`config.mk`:
```
export PLATFORM = sky130hd
export DESIGN_NAME = pc_gen
export DESIGN_NICKNAME = d
export VERILOG_FILES = /design/src/rtl/pc_gen.sv
export SDC_FILE = /design/constraint.sdc
export NUM_CORES = 1
export LEC_CHECK = 0
export CAP_MARGIN = 10
export CORE_MARGIN = 2
export CORE_UTILIZATION = 44
export DETAILED_ROUTE_END_ITERATION = 12
export PLACE_DENSITY = 0.72
export SLEW_MARGIN = 15
export SYNTH_ARGS = -nofsm -noshare
export SYNTH_HDL_FRONTEND = slang
export SYNTH_SLANG_ARGS = --single-unit
```
`constraint.sdc`:
```
create_clock -name i_clk -period 1.95 [get_ports i_clk]
set_input_delay 0.2925 -clock i_clk [delete_from_list [all_inputs] [get_ports i_clk]]
set_output_delay 0.2925 -clock i_clk [all_outputs]
set_load 0.03 [all_outputs]
```
`src/rtl/pc_gen.sv`:
```
// ----------------------------------------------------------------------------
// pc_gen -- program-counter generator for the front of the fetch stage.
//
// Holds the word-aligned fetch address and picks the next one each cycle.
// Sources, in priority order:
//   exception vector > exception return > redirect > RAS pop > stall > +1.
// A three-state FSM (BOOT / RUN / EXC) tracks whether a valid fetch address
// is being produced and whether an exception handler is running. Exceptions
// do not nest.
//
// Optional feature macro: PC_RAS_EN
//   When defined, a RAS_DEPTH-entry circular return-address stack is built.
//   A call that redirects pushes pc+1. A ret pops the top entry into pc.
//   When undefined, i_call and i_ret are ignored and o_ras_uflow is tied 0.
//
// Parameters
//   AW         byte-address width; every address port is AW-2 bits wide
//   RESET_VEC  word address loaded on reset
//   EXC_VEC    word address of the exception handler
//   RAS_DEPTH  return-stack entries (power of 2, >= 2); PC_RAS_EN only
//
// Ports
//   i_clk           clock, rising edge
//   i_rst_n         asynchronous active-low reset
//   i_stall         hold pc this cycle
//   i_redirect_vld  branch/jump taken
//   i_redirect_pc   branch/jump target (word address)
//   i_exc_req       exception raised by the instruction at the current pc
//   i_eret          return from exception
//   i_call          the current redirect is a call (PC_RAS_EN)
//   i_ret           the current instruction is a return (PC_RAS_EN)
//   o_pc            current fetch word address (registered)
//   o_pc_vld        o_pc is a valid fetch address (registered)
//   o_epc           saved pc of the excepting instruction (registered)
//   o_in_exc        FSM is in EXC (registered)
//   o_ras_uflow     one-cycle pulse after a ret on an empty stack
// ----------------------------------------------------------------------------
module pc_gen #(
   parameter int unsigned     AW        = 32,
   parameter logic [AW-3:0]   RESET_VEC = 'h0c00,
   parameter logic [AW-3:0]   EXC_VEC   = 'h1060,
   parameter int unsigned     RAS_DEPTH = 4
) (
   input  logic          i_clk,
   input  logic          i_rst_n,
   input  logic          i_stall,
   input  logic          i_redirect_vld,
   input  logic [AW-3:0] i_redirect_pc,
   input  logic          i_exc_req,
   input  logic          i_eret,
   input  logic          i_call,
   input  logic          i_ret,
   output logic [AW-3:0] o_pc,
   output logic          o_pc_vld,
   output logic [AW-3:0] o_epc,
   output logic          o_in_exc,
   output logic          o_ras_uflow
);

   localparam int unsigned PW = AW - 2;

   typedef enum logic [1:0] {
      ST_BOOT = 2'd0,
      ST_RUN  = 2'd1,
      ST_EXC  = 2'd2
   } state_t;

   state_t         r_state;
   state_t         w_state_next;
   logic [PW-1:0]  r_pc;
   logic [PW-1:0]  w_pc_next;
   logic [PW-1:0]  w_pc_inc;
   logic [PW-1:0]  r_epc;
   logic [PW-1:0]  w_epc_next;
   logic           r_pc_vld;
   logic           r_in_exc;

   // Plain modular increment; the all-ones address wraps to zero silently.
   assign w_pc_inc = r_pc + PW'(1);

`ifdef PC_RAS_EN
   localparam int unsigned RAS_AW = (RAS_DEPTH > 2) ? $clog2(RAS_DEPTH) : 1;
   localparam logic [RAS_AW:0] RAS_FULL = (RAS_AW + 1)'(RAS_DEPTH);

   // r_ras_ptr points at the slot the next push writes. The top of stack
   // therefore sits one below it. Pushing onto a full stack simply walks
   // over the oldest entry, since the pointer wraps and the count saturates.
   logic [PW-1:0]     r_ras [RAS_DEPTH];
   logic [RAS_AW-1:0] r_ras_ptr;
   logic [RAS_AW-1:0] w_ras_top_idx;
   logic [RAS_AW:0]   r_ras_cnt;
   logic [PW-1:0]     w_ras_top;
   logic              w_ras_empty;
   logic              w_push;
   logic              w_pop;
   logic              w_uflow;
   logic              r_ras_uflow;

   assign w_ras_top_idx = r_ras_ptr - RAS_AW'(1);
   assign w_ras_top     = r_ras[w_ras_top_idx];
   assign w_ras_empty   = (r_ras_cnt == '0);
`endif

   // ------------------------------------------------------------------
   // Next-state / next-pc selection
   // ------------------------------------------------------------------
   always_comb begin
      w_state_next = r_state;
      w_pc_next    = r_pc;
      w_epc_next   = r_epc;
`ifdef PC_RAS_EN
      w_push       = 1'b0;
      w_pop        = 1'b0;
      w_uflow      = 1'b0;
`endif
      unique case (r_state)
         // BOOT lasts exactly one cycle. Every input is ignored, and pc
         // stays at RESET_VEC so that RESET_VEC becomes the first fetch.
         ST_BOOT: begin
            w_state_next = ST_RUN;
         end
         ST_RUN, ST_EXC: begin
            if (i_exc_req && (r_state == ST_RUN)) begin
               w_pc_next    = EXC_VEC;
               w_epc_next   = r_pc;
               w_state_next = ST_EXC;
            end else if (i_eret && (r_state == ST_EXC)) begin
               w_pc_next    = r_epc;
               w_state_next = ST_RUN;
            end else if (i_redirect_vld) begin
               // A redirect beats a stall. When a call and a ret arrive
               // together, the call's push is the only stack action.
               w_pc_next = i_redirect_pc;
`ifdef PC_RAS_EN
               w_push    = i_call;
`endif
            end
`ifdef PC_RAS_EN
            else if (i_ret) begin
               if (!w_ras_empty) begin
                  w_pc_next = w_ras_top;
                  w_pop     = 1'b1;
               end else begin
                  // There is nothing to predict from, so fall through
                  // sequentially and flag the underflow.
                  w_pc_next = w_pc_inc;
                  w_uflow   = 1'b1;
               end
            end
`endif
            else if (i_stall) begin
               w_pc_next = r_pc;
            end else begin
               w_pc_next = w_pc_inc;
            end
         end
         default: begin
            w_state_next = ST_BOOT;
         end
      endcase
   end

   // ------------------------------------------------------------------
   // State and output registers
   // ------------------------------------------------------------------
   always_ff @(posedge i_clk or negedge i_rst_n) begin
      if (!i_rst_n) begin
         r_state  <= ST_BOOT;
         r_pc     <= RESET_VEC;
         r_epc    <= '0;
         r_pc_vld <= 1'b0;
         r_in_exc <= 1'b0;
      end else begin
         r_state  <= w_state_next;
         r_pc     <= w_pc_next;
         r_epc    <= w_epc_next;
         // Status flags are decoded from the next state. This keeps them
         // registered and cycle-aligned with r_state.
         r_pc_vld <= (w_state_next != ST_BOOT);
         r_in_exc <= (w_state_next == ST_EXC);
      end
   end

`ifdef PC_RAS_EN
   // ------------------------------------------------------------------
   // Return-address stack
   // ------------------------------------------------------------------
   always_ff @(posedge i_clk or negedge i_rst_n) begin
      if (!i_rst_n) begin
         r_ras_ptr   <= '0;
         r_ras_cnt   <= '0;
         r_ras_uflow <= 1'b0;
      end else begin
         r_ras_uflow <= w_uflow;
         if (w_push) begin
            r_ras_ptr <= r_ras_ptr + RAS_AW'(1);
            if (r_ras_cnt != RAS_FULL) begin
               r_ras_cnt <= r_ras_cnt + (RAS_AW + 1)'(1);
            end
         end else if (w_pop) begin
            r_ras_ptr <= w_ras_top_idx;
            r_ras_cnt <= r_ras_cnt - (RAS_AW + 1)'(1);
         end
      end
   end

   // The stack storage needs no reset. An empty count makes any stale
   // contents unreachable.
   always_ff @(posedge i_clk) begin
      if (w_push) begin
         r_ras[r_ras_ptr] <= w_pc_inc;
      end
   end

   assign o_ras_uflow = r_ras_uflow;
`else
   // Without the stack, call/ret have no meaning. They are folded into a
   // sink so that the ports stay in place for a uniform interface.
   logic w_unused_ok;
   assign w_unused_ok = &{1'b0, i_call, i_ret, RAS_DEPTH[0]};
   assign o_ras_uflow = 1'b0;
`endif

   assign o_pc     = r_pc;
   assign o_pc_vld = r_pc_vld;
   assign o_epc    = r_epc;
   assign o_in_exc = r_in_exc;

endmodule

```
==> impl_metrics.toml, run 1 <==
[timing]
tns_ns = 0
drv_slew = 0
setup_viol = 0
period_share_pct = 97.21
setup_ws_ns = 0.05434
hold_violations = 0
timing.fmax_mhz = 527.5
rsz0062_at_grt = "yes"
fin_crit_ns = 1.896
skew_ns = 0.01104

[status]
status = "finished clean"

[clock_network]
cts_tree = "yes"
clk_pin_slew_worst_paths_ns = 0.07
htreeDepth = 3
cts_root_buf = "clkbuf_8"
cts_buffers = 9
clockBufferDepth = 2
clk_latency_ns = 0.35
clkSinkCount = 64

[worst_setup_path]
worstPathRequired_ns = 2.17
reg2reg_slack_ns = 0.05
critPathSlowestCell = "dfrtp_1"
cp.depth = 7
cp-end-kind = "register"
r2r-start = "r_state[0]"
cp_top_family = "compound AO/OA/AOI/OAI gates"
rr_endpoint = "o_pc[5]"
cp_max_fo = 4
arrival_ns = 2.12
rr_worst_depth = 7
crit_buf_inv = 2
crit_type = "reg -> reg"
path_cells = "buf_4 -> ha_1 -> and2_4 -> buf_4 -> o31a_1 -> o31a_1 -> o32a_1"
cp-start-kind = "register"
cp_slowest_stage_delay_ns = 0.40

[logic_synthesis]
synth_top_flop_cell = "dfrtp_1"
syn_area_sq_mm = 0.003832
ys_warn_count = 0
ys_async_sr_fraction_pct = 100.0
synthesis.nets = 463
synth-seq-cells = 64
syn_inst = 419
synth-edff-count = 0
yosysSeqAreaShare_pct = 41.85
synth.distinct_cells = 61
syn_area_per_cell_sq_um = 9.147

[power]
peakVddDrop_mv = 0.7922
seqPwrFrac_pct = 26.5
pwr_density_cell_mw_per_mm2 = 1599
sw_frac_of_total_pct = 44.66
p_clk_share_pct = 12.1
p_leak_nw = 2.484
p_int_w = 0.005063
finalPower_w = 0.009148
power.switching_w = 0.004085
power_frac_comb_pct = 61.4

[grt]
grt_use_total_pct = 27.16
antenna_found_initial = 0
grt_pass1_wl_microns = 20620
grt_start_max_net_pins = 65
overflow = 0
grt_pass1_vias = 4046

[floorplan]
core-area_sq_mm = 0.008593
pin_count = 101
rows = 34
die_x_microns = 97.33
start_util_pct = 44.60
die_h_microns = 97.33
dieArea_sq_mm = 0.009472

[job]
drv_cap = 0

[detailed_routing]
detail-route-antenna-nets = 0
drt-total-wl_microns = 12340
drt_first_iter_violations = 288
vias = 4014
viasPerCell = 5.784
drc = 0
firstDrtPassIters = 5
routedWlPerCell_microns = 17.77

[placed_design]
dpl.cell_count = 674
dpl_cell_area_sq_mm = 0.005436
io_buffer_count = 97
place.gp.congestion = 0.8916
hpwl_microns = 8983
pre_cts_slack_ns = -0.1517

[hold_path]
hp-class = "in -> async"

[finish]
diodes = 0
nets = 625
final_cell_mix = "93 x clkdlybuf4s50_1, 72 x buf_4, 59 x dfrtp_1, 49 x nand2_1, 43 x o21ai_0"
mostFrequentLayoutCell = "clkdlybuf4s50_1"
drive_above_1_share_pct = 25.09
fillCellCount = 714
stdcell_count = 694
area_growth_pct = 49.23
design_area_sq_mm = 0.005719
## state kept, by name, indices dropped and copies added (netlist names)
register  flops
o_pc_vld      1
r_state       2
o_epc        30
o_in_exc      1
o_pc         30
## power by group through the flow
stage               clock network, W  registers [W]  logic, W
finish                       0.00111        0.00243   0.00561
global route                 0.00118        0.00251   0.00602
CTS                          0.00112        0.00241   0.00548
detailed placement                 0        0.00242   0.00547
global placement                   0        0.00240   0.00536
floorplan                          0        0.00351   0.00192
## worst min-delay path: stages
cell and delay [ns]:
dlygate4sd3_1 0.52, buf_2 0.12, buf_12 0.28
## repair_timing
action / CTS / global route
hold buffers: 1 / 0
resized for setup: 2 / 25
pin swaps: 0 / 8
setup buffers: 0 / 3
endpoints found under the hold margin: 62 / 0
setup endpoints to repair: 2 / 32
## Yosys cell counts, drive strengths merged (4+ instances only)
library cell  instances  area (sq um)
o31ai                 4         43.79
clkbuf               15         56.30
ha                    6         75.07
nor2                 24         90.09
nand3                17         95.09
nand2                52         202.7
nand4                12         102.6
and3                  6         38.79
a31oi                 8         50.05
and2                  5         31.28
o21ai                47         235.2
buf                   9         48.79
a21oi                31         155.2
mux2                 25         281.5
inv                   9         33.78
nor4                  4         46.29
a22o                  8         70.07
a21o                 10         75.07
dfrtp                62          1551
a211o                 5         43.79
o211ai                8         60.06
## cell families (layout without fill, tap and decap cells)
family,after synthesis,in the layout,synth area share (%)
AOI/OAI and AO/OA,150,150,25.60
and+or+nand+nor,134,134,18.25
DFF,64,64,41.85
buffers and inverters,34,201,3.721
muxes,26,26,7.607
adders and majority gates,6,6,1.959
xor gates and xnor gates,4,4,0.9143
other,1,1,0.09785
## routing by layer
metal | GRT usage (%) | part of all wire, %
met1 | 37.76 | 46
met2 | 42.36 | 47
met3 | 5.899 | 5.4
met4 | 9.081 | 2.0
met5 | 0 | 0
## through the flow
stage                     util [%]  hold WS [ns]
after floorplan                  -     -0.003091
after global placement       63.26        0.3362
after detailed placement     63.26        0.3383
after CTS                    65.45        0.5013
after global routing         66.55        0.5327
final                        66.55        0.4716
## worst max-delay path by stage
stage / slack [ns] / startpoint / to
6_report: 0.05 / r_state[0] / o_pc[5]
5_1_grt: -0.02 / r_state[0] / o_pc[5]
4_1_cts: 0.03 / o_pc[1] / o_pc[16]
3_5_place_dp: -0.15 / i_redirect_vld / o_pc[28]
3_3_place_gp: -0.13 / i_eret / o_pc[5]
2_1_floorplan: -0.01 / o_pc[0] / o_pc[22]
## area by class of cell
cell class / count / area [sq um] / area share (%)
clock inverters: 4 / 45.04 / 0.7876
well taps: 108 / 135.1 / 2.363
flip-flops and latches: 64 / 1608 / 28.11
clock buffers: 12 / 135.1 / 2.363
repair buffers: 175 / 1599 / 27.96
inverters: 10 / 37.54 / 0.6563
multi-input cells: 321 / 2160 / 37.76
No activity file was read; power rests on OpenSTA's default activity.
==> run 2, diff against run 1 <==
--- a/config.mk
+++ b/config.mk
@@ -6,10 +6,12 @@
 export NUM_CORES = 1
 export LEC_CHECK = 0
 export CAP_MARGIN = 10
+export CORE_ASPECT_RATIO = 0.5
 export CORE_MARGIN = 2
 export CORE_UTILIZATION = 44
 export DETAILED_ROUTE_END_ITERATION = 12
 export PLACE_DENSITY = 0.72
+export SKIP_LAST_GASP = 1
 export SLEW_MARGIN = 15
 export SYNTH_ARGS = -nofsm -noshare
 export SYNTH_HDL_FRONTEND = slang
==> run 2 against run 1 <==
  * Routed wire length fell by 3.5%
  * Largest cell class unchanged
  * Critical endpoint is now o_pc[15]
  * Sequential power rose by 2%
  * Via count fell by 1.5%
  * Register-to-register slack got worse by 0.04 ns
  * Sequential share of layout area fell by 0.24 points
  * Critical path depth fell by 2
  * Largest power group unchanged
  * First-iteration DRC count fell by 6.6%
  * Cell count fell by 0.14%
  * Power rose by 2.1%
  * Combinational power fell by 3%
  * Non-clock buffer count fell by 4
==> impl_metrics.toml, run 2 (same netlist as run 1, synthesis figures left out) <==
[grt]
grt_use_total_pct = 26.05
grt_pass1_vias = 3751
overflow = 0
grt_start_max_net_pins = 25
antenna_found_initial = 0
grt_pass1_wl_microns = 19240

[timing]
holdWs_ns = 0.4840
rsz0062_at_grt = "yes"
fin_crit_ns = 1.932
hold_violations = 0
tightestPinTransition_ns = 0.5505
max_slew_margin_pct = 63.30
timing.fmax_mhz = 517.5
setup_viol = 0
drv_slew = 0
period_share_pct = 99.09
tns_ns = 0
skew_ns = 0.003292

[detailed_routing]
vias = 3955
drc = 0
drt_first_iter_violations = 269
routedWlPerCell_microns = 17.18
viasPerCell = 5.707
firstDrtPassIters = 5
detail-route-antenna-nets = 0
drt-total-wl_microns = 11910

[floorplan]
dieArea_sq_mm = 0.009518
die_h_microns = 70.00
start_util_pct = 46.56
core-area_sq_mm = 0.008230
rows = 23
die_x_microns = 136.0
pin_count = 101

[worst_setup_path]
cp_max_fo = 6
worstPathRequired_ns = 2.15
endpoint = "o_pc[15]"
rr_worst_depth = 5
crit_buf_inv = 1
cp_slowest_stage_delay_ns = 0.39
critPathSlowestCell = "or3_4"
path_cells = "inv_1 -> ha_4 -> a21bo_4 -> or3_4 -> o311ai_0"
r2r-start = "r_state[1]"
crit_type = "reg -> reg"
cp-end-kind = "register"
crit_start = "r_state[1]"
arrival_ns = 2.13
rr_endpoint = "o_pc[15]"
reg2reg_slack_ns = 0.02
cp_top_family = "compound AO/OA/AOI/OAI gates"
cp.depth = 5
cp-start-kind = "register"

[clock_network]
cts_buffers = 9
cts_root_buf = "clkbuf_16"
cts_tree = "yes"
clk_pin_slew_worst_paths_ns = 0.05
clkSinkCount = 64
htreeDepth = 3
clockBufferDepth = 2
clk_latency_ns = 0.33

[power]
p_int_w = 0.005296
power_frac_comb_pct = 58.2
p_leak_nw = 2.496
p_clk_share_pct = 15.4
seqPwrFrac_pct = 26.4
pwr_density_cell_mw_per_mm2 = 1621
sw_frac_of_total_pct = 43.32
peakVddDrop_mv = 0.8131
power.switching_w = 0.004048

[finish]
mostFrequentLayoutCell = "clkdlybuf4s50_1"
diodes = 0
drive_above_1_share_pct = 23.58
nets = 621
final_cell_mix = "93 x clkdlybuf4s50_1, 67 x buf_4, 60 x dfrtp_1, 50 x nand2_1, 44 x o21ai_0"
fillCellCount = 652
area_growth_pct = 50.38

[placed_design]
io_buffer_count = 97
place.gp.congestion = 0.8896
hpwl_microns = 8751

[job]
drv_cap = 0

[status]
status = "finished clean"

[hold_path]
hp-class = "in -> async"
## run 2: cell count changes in the layout (fill, tap and decap cells not counted), moves of 2 or more
cell,previous run,this run
clkbuf_8,9,1
clkbuf_16,0,9
o311ai_1,2,0
buf_4,72,67
o311ai_0,1,3
clkinv_2,3,1
## run 2: worst reg2reg max path, delay by kind of cell, from the launching register on
| family | cells | cell delay, ns |
|---|---|---|
| simple gates | 1 | 0.39 |
| compound gates | 2 | 0.64 |
| buf+inv | 1 | 0.10 |
| fa+ha+maj | 1 | 0.30 |
| flops | 1 | 0.37 |
## run 2: what timing repair did
item	4_1_cts	5_1_grt
gates cloned	0	0
buffers inserted	0	7
hold buffers	1	0
resized for setup	2	17
pin swaps	0	2
endpoints found under the setup margin	3	29
endpoints found under the hold margin	19	0
## run 2: area by class of cell
type | count | area, sq um | share of cell area, %
clock buffers | 14 | 254.0 | 4.407
repair buffers | 171 | 1585 | 27.51
flip-flops and latches | 64 | 1607 | 27.88
clock inverters | 1 | 5.005 | 0.08684
well taps | 112 | 140.1 | 2.432
inverters | 10 | 37.54 | 0.6513
multi-input cells | 321 | 2135 | 37.04
## run 2: routing by layer
metal  wire length [microns]  share of wire [%]  global-route usage, %
met1                    5728                 48                  37.53
met2                    5319                 45                  38.95
met3                     709                6.0                  6.318
met4                     151                1.3                  7.176
met5                       0                  0                      0
## run 2: how the worst min path moves through the flow
stage,start,end,depth (start not counted),slack [ns]
2_1_floorplan,i_rst_n,o_epc[0],0,-0.003
6_report,i_rst_n,o_epc[2],2,0.48
3_3_place_gp,i_rst_n,o_epc[4],1,0.30
4_1_cts,i_rst_n,o_epc[4],2,0.49
5_1_grt,i_rst_n,o_epc[4],2,0.53
3_5_place_dp,i_rst_n,o_epc[2],1,0.31
## run 2: metrics by stage
stage	instance area, sq um	setup slack [ns]	std cells	utilization, %	total power [W]
2_1_floorplan	3850	-0.01222	419	-	0.005421
3_3_place_gp	5394	-0.1549	670	65.54	0.007699
3_5_place_dp	5394	-0.2362	670	65.54	0.007775
4_1_cts	5664	-0.008364	686	68.82	0.009248
5_1_grt	5763	-0.05146	693	70.02	0.009904
6_report	5763	0.01775	693	70.02	0.009344
## run 2: power groups by stage
| stage | registers, W | logic, W | clock network, W |
|---|---|---|---|
| final | 0.00247 | 0.00544 | 0.00144 |
| after global routing | 0.00254 | 0.00583 | 0.00153 |
| after CTS | 0.00246 | 0.00533 | 0.00146 |
| after detailed placement | 0.00247 | 0.00530 | 0 |
| after global placement | 0.00247 | 0.00523 | 0 |
| after floorplan | 0.00351 | 0.00192 | 0 |
